--- src/rtl/leon_arb_pkg.sv ---
// Shared types and constants for the LEON memory arbiter.
package leon_arb_pkg;

  typedef enum logic [1:0] {
    IDLE   = 2'd0,
    IC_ACC = 2'd1,
    DC_ACC = 2'd2,
    RESP   = 2'd3
  } arb_state_e;

  typedef enum logic {
    GNT_IC = 1'b0,
    GNT_DC = 1'b1
  } grant_e;

  // SPARC "sethi 0,%g0": returned to the fetch path when a fetch times out
  localparam logic [31:0] NOP_INST = 32'h01000000;

endpackage

--- src/rtl/leon_arb_prio.sv ---
// Grant selection between icache and dcache, with a starvation counter
// that forces an icache grant after STARVE_MAX back-to-back dcache grants.
module leon_arb_prio
  import leon_arb_pkg::*;
#(
  parameter int STARVE_MAX = 4
) (
  input  logic   clk,
  input  logic   rst,
  input  logic   ic_req,
  input  logic   dc_req,
  input  logic   arb_en,
  output logic   gnt_vld,
  output grant_e gnt
);

  localparam int CW = $clog2(STARVE_MAX + 1);

  logic [CW-1:0] starve_cnt;
  logic          starved;

  assign starved = (starve_cnt == CW'(STARVE_MAX));

  // Data side wins ties unless the fetch side has waited STARVE_MAX grants
  always_comb begin
    gnt_vld = arb_en && (ic_req || dc_req);
    gnt     = GNT_DC;
    if (ic_req && (!dc_req || starved))
      gnt = GNT_IC;
  end

  // Count dcache grants taken while a fetch is waiting; saturate at the limit
  always_ff @(posedge clk) begin
    if (!rst)
      starve_cnt <= '0;
    else if (!ic_req)
      starve_cnt <= '0;
    else if (gnt_vld) begin
      if (gnt == GNT_IC)
        starve_cnt <= '0;
      else if (!starved)
        starve_cnt <= starve_cnt + CW'(1);
    end
  end

endmodule

--- src/rtl/leon_mem_arbiter.sv ---
// Shares one memory port between LEON instruction fetch and data access.
// Optional feature: define ARB_TIMEOUT_EN to abort accesses that see no
// mem_ack within TIMEOUT_CYC cycles (fetch returns a nop, data raises mexc).
module leon_mem_arbiter
  import leon_arb_pkg::*;
#(
  parameter int AW          = 32,
  parameter int DW          = 32,
  parameter int STARVE_MAX  = 4,
  parameter int TIMEOUT_CYC = 64
) (
  input  logic          clk,
  input  logic          rst,
  input  logic          ic_req,
  input  logic [AW-1:0] ic_addr,
  output logic [DW-1:0] ic_rdata,
  output logic          ic_hold,
  output logic          ic_mds,
  input  logic          dc_req,
  input  logic          dc_we,
  input  logic [AW-1:0] dc_addr,
  input  logic [DW-1:0] dc_wdata,
  output logic [DW-1:0] dc_rdata,
  output logic          dc_hold,
  output logic          dc_mds,
  output logic          dc_mexc,
  output logic          mem_req,
  output logic          mem_we,
  output logic [AW-1:0] mem_addr,
  output logic [DW-1:0] mem_wdata,
  input  logic [DW-1:0] mem_rdata,
  input  logic          mem_ack
);

  arb_state_e state, state_nxt;
  grant_e     gnt, gnt_q;
  logic       gnt_vld;
  logic       in_acc;
  logic       tmo_hit;
  logic       resp_ic, resp_dc;

  leon_arb_prio #(.STARVE_MAX(STARVE_MAX)) u_prio (
    .clk     (clk),
    .rst     (rst),
    .ic_req  (ic_req),
    .dc_req  (dc_req),
    .arb_en  (state == IDLE),
    .gnt_vld (gnt_vld),
    .gnt     (gnt)
  );

  assign in_acc  = (state == IC_ACC) || (state == DC_ACC);
  assign resp_ic = (state == RESP) && (gnt_q == GNT_IC);
  assign resp_dc = (state == RESP) && (gnt_q == GNT_DC);

  // Holds are combinational so the core stalls in the same cycle it requests
  assign ic_hold = !(rst && ic_req && !resp_ic);
  assign dc_hold = !(rst && dc_req && !resp_dc);
  assign ic_mds  = !resp_ic;
  assign dc_mds  = !resp_dc;

`ifdef ARB_TIMEOUT_EN
  localparam int TW = $clog2(TIMEOUT_CYC + 1);
  logic [TW-1:0] tmo_cnt;
  logic          mexc_q;

  assign tmo_hit = in_acc && !mem_ack && (tmo_cnt == TW'(TIMEOUT_CYC - 1));
  assign dc_mexc = resp_dc && mexc_q;

  // Cycles spent waiting in the current access; cleared outside *_ACC
  always_ff @(posedge clk) begin
    if (!rst || !in_acc)
      tmo_cnt <= '0;
    else
      tmo_cnt <= tmo_cnt + TW'(1);
  end

  // Error flag for the data side, presented only during its RESP cycle
  always_ff @(posedge clk) begin
    if (!rst)
      mexc_q <= 1'b0;
    else if (state == IDLE)
      mexc_q <= 1'b0;
    else if (state == DC_ACC && tmo_hit)
      mexc_q <= 1'b1;
  end
`else
  logic unused_tmo;
  assign unused_tmo = (TIMEOUT_CYC > 0);
  assign tmo_hit    = 1'b0;
  assign dc_mexc    = 1'b0;
`endif

  // FSM state register
  always_ff @(posedge clk) begin
    if (!rst)
      state <= IDLE;
    else
      state <= state_nxt;
  end

  // Next-state: grant from IDLE, wait for ack, one strobe cycle, back to IDLE
  always_comb begin
    state_nxt = state;
    case (state)
      IDLE:           if (gnt_vld) state_nxt = (gnt == GNT_IC) ? IC_ACC : DC_ACC;
      IC_ACC, DC_ACC: if (mem_ack || tmo_hit) state_nxt = RESP;
      RESP:           state_nxt = IDLE;
      default:        state_nxt = IDLE;
    endcase
  end

  // Memory-side request registers and core-side read data capture
  always_ff @(posedge clk) begin
    if (!rst) begin
      gnt_q     <= GNT_IC;
      mem_req   <= 1'b0;
      mem_we    <= 1'b0;
      mem_addr  <= '0;
      mem_wdata <= '0;
      ic_rdata  <= '0;
      dc_rdata  <= '0;
    end else begin
      case (state)
        IDLE: begin
          if (gnt_vld) begin
            gnt_q   <= gnt;
            mem_req <= 1'b1;
            if (gnt == GNT_IC) begin
              mem_addr <= ic_addr;
              mem_we   <= 1'b0;
            end else begin
              mem_addr  <= dc_addr;
              mem_we    <= dc_we;
              mem_wdata <= dc_wdata;
            end
          end
        end
        IC_ACC: begin
          if (mem_ack) begin
            mem_req  <= 1'b0;
            ic_rdata <= mem_rdata;
          end else if (tmo_hit) begin
            mem_req  <= 1'b0;
            ic_rdata <= DW'(NOP_INST);
          end
        end
        DC_ACC: begin
          if (mem_ack) begin
            mem_req <= 1'b0;
            if (!mem_we)
              dc_rdata <= mem_rdata;
          end else if (tmo_hit) begin
            mem_req  <= 1'b0;
            dc_rdata <= '0;
          end
        end
        default: ;
      endcase
    end
  end

endmodule

--- config.mk ---
export PLATFORM = sky130hd
export DESIGN_NAME = leon_mem_arbiter
export DESIGN_NICKNAME = d
export VERILOG_FILES = /design/src/rtl/leon_arb_pkg.sv /design/src/rtl/leon_arb_prio.sv /design/src/rtl/leon_mem_arbiter.sv
export SDC_FILE = /design/constraint.sdc
export NUM_CORES = 1
export LEC_CHECK = 0
export CAP_MARGIN = 0
export CORE_ASPECT_RATIO = 1.5
export CORE_MARGIN = 3
export CORE_UTILIZATION = 37
export DETAILED_ROUTE_END_ITERATION = 8
export PLACE_DENSITY = 0.76
export SETUP_SLACK_MARGIN = 0.15
export SLEW_MARGIN = 10
export SYNTH_ARGS = -nofsm -noshare
export SYNTH_HDL_FRONTEND = slang
export SYNTH_SLANG_ARGS = --single-unit
export TNS_END_PERCENT = 30
--- constraint.sdc ---
create_clock -name clk -period 1.6 [get_ports clk]
set_clock_uncertainty 0.05 [all_clocks]
set_input_delay 0.32 -clock clk [delete_from_list [all_inputs] [get_ports clk]]
set_output_delay 0.32 -clock clk [all_outputs]
set_load 0.01 [all_outputs]
==> reports/summary.json <==
{
  "leakage": {"value": 4.11, "unit": "nW"},
  "setup_slack": {"value": -0.0412, "unit": "ns"},
  "grt_use_met2": {"value": 39.2, "unit": "%"},
  "pwr_total": {"value": 0.0141, "unit": "W"},
  "io_buffer_count": {"value": 267},
  "pin_count_of_the_biggest_net_entering_global_routing": {"value": 135},
  "seq_area_frac_synth": {"value": 47.4, "unit": "%"},
  "yosysWarningCount": {"value": 0},
  "grt_use_total": {"value": 21.9, "unit": "%"},
  "num_rows": {"value": 55},
  "p_per_area": {"value": 1440, "unit": "mW/mm^2"},
  "htree_levels": {"value": 4},
  "clock.fmax": {"value": 0.609, "unit": "GHz"},
  "number_of_antenna_violations_at_the_first_check_in_global_routing": {"value": 0},
  "top_flip_flop_cell_by_instance_count_after_synthesis": {"value": "sky130_fd_sc_hd__dfxtp_1"},
  "gr-total-overflow": {"value": 0},
  "switchingPower": {"value": 0.00463, "unit": "W"},
  "share_seq_of_total_power": {"value": 32.1, "unit": "%"},
  "hold_start": {"value": "dc_rdata[3]$_SDFFE_PN0P_"},
  "finalCriticalPeriod": {"value": 1.64, "unit": "ns"},
  "dpl.cell_count": {"value": 1110},
  "die-width": {"value": 108, "unit": "um"},
  "die_area": {"value": 0.0171, "unit": "sq mm"},
  "crit-reg2reg-launch": {"value": "state[1]$_SDFFE_PN0P_"},
  "clock_insertion_delay_at_the_later_pin_of_the_skew_report": {"value": 0.41, "unit": "ns"},
  "synthesis.instances": {"value": 674},
  "min_path_cells": {"value": 2},
  "drive_gt1_share": {"value": 15.5, "unit": "%"},
  "grt_setup_unrepaired": {"value": "yes"},
  "cts_num_sinks": {"value": 136},
  "p_sw_share": {"value": 32.8, "unit": "%"},
  "synthTopCellsByArea": {"value": "sky130_fd_sc_hd__dfxtp_1 47%, sky130_fd_sc_hd__a21boi_1 9.3%, sky130_fd_sc_hd__nand2_1 8.7%, sky130_fd_sc_hd__o21ai_0 5.9%, sky130_fd_sc_hd__a21boi_0 3.7%"},
  "die_h": {"value": 159, "unit": "um"},
  "mappedNetlistArea": {"value": 0.00574, "unit": "sq mm"},
  "cts_made_buffers": {"value": 17},
  "data_arrival_time_of_the_critical_path": {"value": 1.27, "unit": "ns"},
  "final-instance-count-excl-fill": {"value": 1163},
  "rr_worst_depth": {"value": 7},
  "post-synth-top-area-fraction": {"value": 47.4, "unit": "%"},
  "tightest_slew_margin_relative_to_the_limit": {"value": 60.2, "unit": "%"},
  "yosys.area.top_type": {"value": "sky130_fd_sc_hd__dfxtp_1"},
  "worst-setup-path-type": {"value": "reg -> out"},
  "hold_class": {"value": "reg -> reg"},
  "globalRouteMet3Util": {"value": 5.03, "unit": "%"},
  "violations_in_the_final_reports": {"value": "setup timing"},
  "global_route.peak_usage_layer": {"value": "met2"},
  "worst-path-max-fanout": {"value": 3},
  "synth.most_common_cell": {"value": "sky130_fd_sc_hd__dfxtp_1"},
  "async_reset_ff_share": {"value": 0, "unit": "%"},
  "antenna_cells_inserted": {"value": 0},
  "worst-endpoint-required": {"value": 1.23, "unit": "ns"},
  "synth_edf_count": {"value": 0},
  "detailed_route_drc_error_count": {"value": 0},
  "vdd_drop_max": {"value": 975, "unit": "uV"},
  "final_hold_viol_count": {"value": 0},
  "netlist-cell-type-count": {"value": 35},
  "number_of_global_route_vias_before_repair": {"value": 5905},
  "ant_nets": {"value": 0},
  "cts_buffer_depth": {"value": 2},
  "yosys_register_bits": {"value": 136},
  "area_growth_syn_to_layout": {"value": 71.1, "unit": "%"},
  "fraction_of_power_consumed_by_combinational_cells": {"value": 37.2, "unit": "%"},
  "route.detailed.wl_per_inst": {"value": 18.3, "unit": "um"},
  "cts.clk_slew.worst_paths": {"value": 0.06, "unit": "ns"},
  "grt_pass1_wl": {"value": 29.7, "unit": "mm"},
  "drt_first_iter_violations": {"value": 322},
  "worstSetupEndpointType": {"value": "primary output"},
  "cts_tree": {"value": "done"},
  "place.gp.congestion": {"value": 0.829},
  "reg2reg_to": {"value": "mem_addr[11]$_SDFFE_PN0P_"},
  "clkPwrFrac": {"value": 30.7, "unit": "%"},
  "power_report.internal_total": {"value": 0.00950, "unit": "W"},
  "synth_fp_nets": {"value": 814},
  "setup_violations": {"value": 1},
  "routed_wirelength": {"value": 21.3, "unit": "mm"},
  "syn-mean-instance-area": {"value": 8.51, "unit": "sq um"},
  "initial_utilization": {"value": 37.9, "unit": "%"},
  "ratio_of_final_minimum_period_to_clock_period": {"value": 103, "unit": "%"},
  "worst_slew_pin_slew": {"value": 0.595, "unit": "ns"},
  "final_max_slew_viol_count": {"value": 0},
  "top_level_ports": {"value": 269},
  "type_of_element_launching_the_critical_path": {"value": "register"},
  "post_drt_via_cell_ratio": {"value": 5.28},
  "vias": {"value": 6137},
  "outcome": {"value": "finished, violations left"},
  "final_nets": {"value": 1091},
  "root_buffer": {"value": "sky130_fd_sc_hd__clkbuf_16"},
  "timing.hold.worst_endpoint": {"value": "dc_rdata[3]$_SDFFE_PN0P_"},
  "core_area": {"value": 0.0151, "unit": "sq mm"},
  "grt.met1_usage": {"value": 24.1, "unit": "%"},
  "drv_cap": {"value": 0},
  "dp_hpwl": {"value": 12.7, "unit": "mm"},
  "drt_pass1_iterations": {"value": 5},
  "internal_reg_to_reg_setup_slack": {"value": 0.04, "unit": "ns"},
  "synth_commonest_cells": {"value": "136 x sky130_fd_sc_hd__dfxtp_1, 133 x sky130_fd_sc_hd__nand2_1, 71 x sky130_fd_sc_hd__a21boi_1"}
}
-- stage by stage --
stage | instance area [sq um] | hold slack [ns] | setup TNS [ns] | setup slack [ns] | utilization (%)
6_report | 9820 | 0.398 | -0.0412 | -0.0412 | 64.8
4_1_cts | 9340 | 0.401 | -0.0317 | -0.0317 | 61.7
2_1_floorplan | 5740 | 0.398 | 0 | 0.151 | -
3_5_place_dp | 8710 | 0.395 | -23.23 | -0.484 | 57.5
3_3_place_gp | 8710 | 0.391 | -20.84 | -0.465 | 57.5
5_1_grt | 9820 | 0.406 | -0.220 | -0.0760 | 64.8
-- area by class of cell --
| class | count | area [sq um] |
|---|---|---|
| Fill cell | 1304 | 5320 |
| Tap cell | 199 | 249 |
| Inverter | 7 | 26.3 |
| Multi-Input combinational cell | 469 | 2860 |
| Timing Repair Buffer | 320 | 3300 |
| Sequential cell | 136 | 2730 |
| Clock inverter | 13 | 218 |
| Clock buffer | 19 | 433 |
-- sequential cells by signal, summed over array words and instances, names as in the netlist, 2 cells and up --
| name | flops |
|---|---|
| ic_rdata | 32 |
| mem_addr | 32 |
| dc_rdata | 32 |
| mem_wdata | 32 |
| u_prio.starve_cnt | 3 |
| state | 2 |
-- how the worst max path moves through the flow --
stage          slack [ns]  depth (start not counted)                               from                         to
6_report            -0.04                          4              state[1]$_SDFFE_PN0P_                    ic_hold
5_1_grt             -0.08                          4              state[1]$_SDFFE_PN0P_                    ic_hold
4_1_cts             -0.03                          4              state[1]$_SDFFE_PN0P_                    ic_hold
3_5_place_dp        -0.48                          5                             ic_req         gnt_q$_SDFFE_PN0P_
3_3_place_gp        -0.46                          5                             ic_req         gnt_q$_SDFFE_PN0P_
2_1_floorplan        0.15                          6  u_prio.starve_cnt[0]$_SDFFE_PP0P_  mem_addr[10]$_SDFFE_PN0P_
-- layout by cell type, fill, tap and decap left out, types with 3 or more instances in the layout --
master / count
sky130_fd_sc_hd__a21boi_0: 21
sky130_fd_sc_hd__a21boi_1: 77
sky130_fd_sc_hd__a21oi_1: 33
sky130_fd_sc_hd__a21oi_2: 3
sky130_fd_sc_hd__a31oi_1: 26
sky130_fd_sc_hd__a31oi_4: 4
sky130_fd_sc_hd__buf_12: 17
sky130_fd_sc_hd__buf_4: 21
sky130_fd_sc_hd__buf_6: 10
sky130_fd_sc_hd__bufinv_16: 5
sky130_fd_sc_hd__clkbuf_16: 24
sky130_fd_sc_hd__clkbuf_2: 3
sky130_fd_sc_hd__clkdlybuf4s15_1: 11
sky130_fd_sc_hd__clkdlybuf4s50_1: 131
sky130_fd_sc_hd__clkinv_4: 3
sky130_fd_sc_hd__dfxtp_1: 131
sky130_fd_sc_hd__dfxtp_2: 4
sky130_fd_sc_hd__dlygate4sd2_1: 115
sky130_fd_sc_hd__ha_1: 3
sky130_fd_sc_hd__ha_4: 3
sky130_fd_sc_hd__inv_1: 3
sky130_fd_sc_hd__inv_2: 4
sky130_fd_sc_hd__inv_6: 3
sky130_fd_sc_hd__nand2_1: 130
sky130_fd_sc_hd__nand2_2: 3
sky130_fd_sc_hd__nand3_1: 32
sky130_fd_sc_hd__nand3_2: 5
sky130_fd_sc_hd__nor2b_1: 3
sky130_fd_sc_hd__o21ai_0: 44
sky130_fd_sc_hd__o21ai_1: 41
sky130_fd_sc_hd__o21ai_2: 16
-- metal layers --
metal | share of wire (%) | vias to the layer above | wire length (um)
met2 | 53 | 272 | 11400
met4 | 4.1 | 0 | 873
li1 | - | 2908 | -
met5 | 0 | - | 0
met1 | 37 | 2902 | 7890
met3 | 5.6 | 55 | 1200
-- critical path, stage by stage, from the launching register on --
cell and delay (ns):
sky130_fd_sc_hd__dfxtp_4 0.36, sky130_fd_sc_hd__ha_4 0.18, sky130_fd_sc_hd__nand2b_4 0.09, sky130_fd_sc_hd__nand3_2 0.10, sky130_fd_sc_hd__buf_6 0.14
-- power groups by stage --
stage	logic [W]	registers (W)	clock network [W]
6_report	0.00526	0.00454	0.00434
4_1_cts	0.00458	0.00451	0.00441
3_5_place_dp	0.00488	0.00458	0
5_1_grt	0.00566	0.00462	0.00456
2_1_floorplan	0.00202	0.00490	0
3_3_place_gp	0.00482	0.00456	0
-- cells by family after synthesis --
| kind of cell | count (synthesis) | synth area share [%] |
|---|---|---|
| AOI/OAI and AO/OA | 276 | 30.1 |
| buffers and inverters | 71 | 7.30 |
| DFF | 136 | 47.4 |
| other | 1 | 0.0654 |
| adders and majority gates | 6 | 1.31 |
| and+or+nand+nor | 184 | 13.8 |
-- timing repair --
| item | in CTS | in global routing |
|---|---|---|
| gates cloned | 2 | 9 |
| setup buffers | 1 | 9 |
| pin swaps | 8 | 27 |
| resized for setup | 183 | 84 |
| endpoints found under the setup margin | 209 | 152 |
| hold buffers | 0 | 0 |
Power figures use the tool's default switching activity.
